<file path="src/rtl/bch_gf_pkg.sv">
// GF(2^13) constants and elaboration-time helpers shared by the BCH decoder.
// Polynomial basis, primitive polynomial x^13 + x^4 + x^3 + x + 1.
package bch_gf_pkg;

  localparam int M = 13;
  localparam int T = 32;
  localparam int N_LEN = 4199;
  localparam int START_EXP = 3992;
  localparam int GF_ORDER = (1 << M) - 1;
  localparam logic [M:0] PRIM_POLY = 14'h201B;

  typedef logic [M-1:0] gf_t;
  typedef logic [M-1:0][M-1:0] gf_mat_t;

  typedef enum logic {
    IDLE,
    RUN
  } chien_state_t;

  function automatic gf_t gf_mul_alpha(input gf_t a);
    return {a[M-2:0], 1'b0} ^ ({M{a[M-1]}} & PRIM_POLY[M-1:0]);
  endfunction

  function automatic gf_t gf_mul(input gf_t a, input gf_t b);
    gf_t p;
    gf_t x;
    p = '0;
    x = a;
    for (int i = 0; i < M; i++) begin
      if (b[i]) p = p ^ x;
      x = gf_mul_alpha(x);
    end
    return p;
  endfunction

  // Square-and-multiply keeps elaboration cheap for large exponents.
  function automatic gf_t gf_alpha_pow(input int e);
    gf_t r;
    gf_t b;
    int k;
    k = e % GF_ORDER;
    if (k < 0) k = k + GF_ORDER;
    r = gf_t'(1);
    b = gf_t'(2);
    for (int i = 0; i < M; i++) begin
      if (((k >> i) & 1) != 0) r = gf_mul(r, b);
      b = gf_mul(b, b);
    end
    return r;
  endfunction

  // Entry i is the image of basis bit i under multiplication by alpha^e.
  function automatic gf_mat_t gf_mul_const_matrix(input int e);
    gf_mat_t mat;
    gf_t k;
    k = gf_alpha_pow(e);
    for (int i = 0; i < M; i++) begin
      mat[i] = gf_mul(k, gf_t'(1) << i);
    end
    return mat;
  endfunction

endpackage

</file>
<file path="src/rtl/bch_gf_const_mul.sv">
// Constant GF(2^13) multiplier: c = a * alpha^EXP.
// Pure XOR network; the matrix is fixed at elaboration.
module bch_gf_const_mul
  import bch_gf_pkg::*;
#(
  parameter int EXP = 0
) (
  input  logic [M-1:0] a,
  output logic [M-1:0] c
);

  localparam gf_mat_t MAT = gf_mul_const_matrix(EXP);

  always_comb begin
    c = '0;
    for (int i = 0; i < M; i++) begin
      if (a[i]) c = c ^ MAT[i];
    end
  end

endmodule

</file>
<file path="src/rtl/bch_chien_search.sv">
// Chien search: evaluates sigma at alpha^(e0+i) for every codeword
// position and streams per-position error flags plus a final root count.
module bch_chien_search
  import bch_gf_pkg::*;
(
  input  logic                 clk,
  input  logic                 rst,
  input  logic                 sigma_valid,
  output logic                 sigma_ready,
  input  logic [(T+1)*M-1:0]   sigma,
  input  logic [5:0]           sigma_deg,
  output logic                 err_valid,
  input  logic                 err_ready,
  output logic                 err_flag,
  output logic [12:0]          err_pos,
  output logic                 err_last,
  output logic [5:0]           err_count,
  output logic                 dec_fail
);

  chien_state_t state;
  chien_state_t state_d;

  gf_t r      [T+1];
  gf_t r_step [T+1];
  gf_t r_load [T+1];

  logic [12:0] pos;
  logic [5:0]  count;
  logic [5:0]  count_d;
  logic [5:0]  deg;
  gf_t         eval;
  logic        flag;
  logic        last;
  logic        load;
  logic        adv;

  for (genvar j = 0; j <= T; j++) begin : g_term
    localparam int PE = (j * START_EXP) % GF_ORDER;

    bch_gf_const_mul #(.EXP(j)) u_step (
      .a (r[j]),
      .c (r_step[j])
    );

    bch_gf_const_mul #(.EXP(PE)) u_load (
      .a (sigma[j*M +: M]),
      .c (r_load[j])
    );
  end

  always_comb begin
    eval = '0;
    for (int j = 0; j <= T; j++) begin
      eval = eval ^ r[j];
    end
  end

  assign flag = (eval == '0);
  assign last = (pos == 13'(N_LEN - 1));

  // Root count saturates so an all-zero sigma cannot wrap it.
  assign count_d = (flag && count != 6'(T)) ? count + 6'd1 : count;

  always_ff @(posedge clk) begin
    if (rst) state <= IDLE;
    else     state <= state_d;
  end

  always_comb begin
    state_d     = state;
    sigma_ready = 1'b0;
    load        = 1'b0;
    adv         = 1'b0;
    unique case (state)
      IDLE: begin
        sigma_ready = 1'b1;
        if (sigma_valid) begin
          load    = 1'b1;
          state_d = RUN;
        end
      end
      RUN: begin
        adv = !err_valid || err_ready;
        if (adv && last) state_d = IDLE;
      end
      default: state_d = IDLE;
    endcase
  end

  always_ff @(posedge clk) begin
    if (rst) begin
      pos       <= '0;
      count     <= '0;
      deg       <= '0;
      err_valid <= 1'b0;
      err_flag  <= 1'b0;
      err_pos   <= '0;
      err_last  <= 1'b0;
      err_count <= '0;
      dec_fail  <= 1'b0;
      for (int j = 0; j <= T; j++) r[j] <= '0;
    end else begin
      if (load) begin
        for (int j = 0; j <= T; j++) r[j] <= r_load[j];
        deg   <= sigma_deg;
        pos   <= '0;
        count <= '0;
      end else if (adv) begin
        for (int j = 0; j <= T; j++) r[j] <= r_step[j];
        pos   <= pos + 13'd1;
        count <= count_d;
      end

      // Output register: capture on advance, otherwise drain.
      if (adv) begin
        err_valid <= 1'b1;
        err_flag  <= flag;
        err_pos   <= pos;
        err_last  <= last;
        err_count <= count_d;
        dec_fail  <= (count_d != deg);
      end else if (err_ready) begin
        err_valid <= 1'b0;
      end
    end
  end

endmodule
</file>
<file path="config.mk">
export PLATFORM = sky130hd
export DESIGN_NAME = bch_chien_search
export DESIGN_NICKNAME = d
export VERILOG_FILES = /design/src/rtl/bch_gf_pkg.sv /design/src/rtl/bch_gf_const_mul.sv /design/src/rtl/bch_chien_search.sv
export SDC_FILE = /design/constraint.sdc
export NUM_CORES = 2
export LEC_CHECK = 0
export ABC_CLOCK_PERIOD_IN_PS = 23600
export CORE_MARGIN = 2
export CORE_UTILIZATION = 37
export DETAILED_ROUTE_END_ITERATION = 7
export GPL_TIMING_DRIVEN = 1
export PLACE_DENSITY = 0.63
export SLEW_MARGIN = 0
export SYNTH_ARGS = -nofsm -noshare
export SYNTH_HDL_FRONTEND = slang
export SYNTH_SLANG_ARGS = --single-unit
export TNS_END_PERCENT = 5
</file>
<file path="constraint.sdc">
create_clock -name clk -period 23.6 [get_ports clk]
set_clock_uncertainty 0.15 [all_clocks]
set_input_delay 4.72 -clock clk [delete_from_list [all_inputs] [get_ports clk]]
set_output_delay 4.72 -clock clk [all_outputs]
set_load 0.01 [all_outputs]
</file>
==> out/results.tsv <==
stage	metric	value	unit
critical_path	r2r-start	state$_SDFF_PP0_	
global_route	gr-total-overflow	0	
clock_network	cts-root-buf	clkbuf_16	
layout	finalNetCount	4832	
critical_path	critical_path_class	in2reg	
layout	fillers	10800	
timing	finalMaxSlewViolations	0	
floorplan	fp.dieH	341	um
synth	yosys_warnings	0	
run	drv_cap	0	
layout	multi_input_area	27500	um2
pwr	p_int	0.00406	W
global_route	antenna_found_initial	22	
synth	ys_seq_area_share	32.9	%
timing	rsz0062_at_grt	false	
clock_network	clockBufferDepth	3	
synth	synth_top_cell_area_share	41.2	%
synth	synth_nets	4490	
synth	syn_area	42100	um2
placement	gp_congestion	0.878	
timing	whs	0.310	ns
pwr	pwr-share-seq	22.9	%
critical_path	r2r.worst_path.cells	6	
detailed_routing	drc	0	
timing	setup_tns	0	ns
clock_network	hold_buffers	0	
clock_network	cts-resized-gates	0	
placement	io_buffer_count	462	
layout	register_area	13900	um2
layout	synthToLayoutAreaGrowth	18.5	%
synth	synthArstFlopShare	0	%
global_route	grt_pass1_vias	29800	
placement	dp_hpwl	96800	um
detailed_routing	wirelength	124000	um
synth	synth_top_area_cell	xnor2_1	
detailed_routing	num_vias	29200	
floorplan	initial_utilization	37.4	%
synth	yosysUniqueCellTypes	42	
synth	ys.flop_type	edfxtp_1	
pwr	power.share.clock	12.6	%
worst_hold_path	whs_endpoint	err_flag$_SDFFE_PP0P_	
layout	mostFrequentLayoutCell	xnor2_1	
clock_network	clk_latency	0.65	ns
floorplan	die_width	341	um
synth	synth.area.top_cells	xnor2_1, edfxtp_1, xor2_1	
clock_network	htreeDepth	2	
synth	synth_edf_count	429	
synth	synth-seq-cells	478	
clock_network	clock_sinks	478	
pwr	p_leak	16.4	nW
timing	max_slew.worst_pin.slew	1.15	ns
detailed_routing	wl_per_cell	20.8	um
pwr	swShare	42.5	%
synth	syn_inst	4047	
global_route	grt_first_pass_wirelength	184000	um
detailed_routing	drt_pre_antenna_iters	7	
pwr	p_switching	0.00300	W
layout	drive_gt1_share	2.44	%
floorplan	dieArea	117000	um2
critical_path	r2r-end	r[0][246]$_DFFE_PP_	
synth	synth_area_per_cell	10.4	um2
worst_hold_path	hp-start	err_flag$_SDFFE_PP0P_	
floorplan	core-area	113000	um2
pwr	power_density	141	nW/um2
floorplan	io_pins	463	
timing	final_hold_viol_count	0	
status	outcome	finished clean	
placement	dpl.cell_count	5829	
worst_hold_path	holdPathStages	2	
critical_path	cp-start-kind	input pin	
critical_path	crit_fanout	77	
detailed_routing	avgViaCountPerCell	4.90	
timing	fmax	111	MHz
layout	final_cell_mix	xnor2_1, xor2_1, clkdlybuf4s50_1	
pwr	combPwrFrac	64.5	%
timing	fin_crit_sh	38.3	%
global_route	grtUsageTotal	20.6	%
worst_hold_path	hp-class	reg2reg	
global_route	grt_max_degree	177	
floorplan	num_rows	123	
timing	fin_crit	9.03	ns
critical_path	end_kind	flip-flop	
pwr	peakVddDrop	122	uV
critical_path	crit_arrival	9.13	ns
detailed_routing	antenna_left	0	
critical_path	r2r_slack	18.97	ns
layout	stdcell_count	5947	
clock_network	postCtsSetupBuffers	0	
timing	slew_headroom	23.4	%
critical_path	crit_required	23.70	ns
detailed_routing	first_iter_violations	2355	
clock_network	numCtsBuffers	58	
timing	setup_viol	0	
clock_network	path_clk_slew	0.05	ns
clock_network	cts_tree	done	
[registers in the layout, indices dropped and copies added (netlist names), 6 cells and up]
signal	count
r	429
err_pos	13
pos	13
count	6
deg	6
err_count	6
[power groups by stage]
stage	combinational, W	sequential, W	clock (W)
final	0.00456	0.00162	0.000887
after global routing	0.00492	0.00164	0.000937
after CTS	0.00459	0.00161	0.000904
after detailed placement	0.00456	0.00163	0
after global placement	0.00454	0.00163	0
after floorplan	0.00375	0.00145	0
[Yosys cell counts (all sizes together) (2+ instances only)]
library cell / n
xnor2: 1984
xor2: 664
edfxtp: 429
o22ai: 315
clkbuf: 182
nand2: 142
o21ai: 105
dfxtp: 49
nor2: 32
a21oi: 24
and2: 16
buf: 16
xnor3: 14
nand4: 8
a211oi: 7
a22o: 7
nand3: 7
and3: 6
nor4: 5
ha: 4
inv: 4
nand2b: 4
nor3: 4
xor3: 4
or3: 3
nor3b: 2
[through the flow]
stage	utilization, %	power, W	setup slack, ns	cell area (um2)
6_report	44.3	0.00706	14.57	49900
5_1_grt	44.3	0.00750	14.29	49900
4_1_cts	44.3	0.00711	14.61	49900
3_5_place_dp	42.6	0.00619	13.92	48000
3_3_place_gp	42.6	0.00616	13.92	48000
2_1_floorplan	-	0.00519	8.31	42100
[cell type report]
| type | instances | share of cell area, % |
|---|---|---|
| inverter | 5 | 0.0376 |
| clock buffer | 81 | 3.23 |
| antenna | 13 | 0.0652 |
| timing repair buffer | 480 | 9.56 |
| sequential | 478 | 27.8 |
| multi-input combinational | 3366 | 55.1 |
| clock inverter | 24 | 0.426 |
| tap | 1500 | 3.76 |
[worst max path at each step]
stage / cells after the start / endpoint / from
5_1_grt: 7 / r[0][266]$_DFFE_PP_ / rst
4_1_cts: 7 / r[0][238]$_DFFE_PP_ / rst
3_3_place_gp: 7 / r[0][272]$_DFFE_PP_ / rst
6_report: 7 / r[0][246]$_DFFE_PP_ / rst
2_1_floorplan: 3 / r[0][100]$_DFFE_PP_ / rst
3_5_place_dp: 7 / r[0][246]$_DFFE_PP_ / rst
[critical path, cell delays in order]
cell and delay (ns):
clkdlybuf4s50_1 0.45, buf_4 0.31, a21oi_1 0.24, nand2_4 0.50, buf_4 0.87, buf_4 0.90, buf_4 0.91
[layer usage]
metal / vias up / wire (um) / track usage [%]
met3: 122 / 7520 / 3.24
met4: 8 / 2520 / 4.62
li1: 14100 / - / -
met1: 14200 / 54100 / 27.7
met2: 770 / 59700 / 34.7
met5: - / 50 / 0
[logic make-up (layout without fill, tap and decap cells)]
family                   count (synthesis)  after routing  share of synthesized area [%]
buffers and inverters                  203            590                           1.86
XOR/XNOR                              2666           2666                           56.1
adder cells (fa/ha/maj)                  4              4                          0.119
multiplexers                             1              1                         0.0238
other                                    0             13                              0
flip-flops                             478            478                           32.9
AO/OA/AOI/OAI                          462            462                           6.57
AND/OR/NAND/NOR                        233            233                           2.46
No activity file was read; power rests on OpenSTA's default activity.
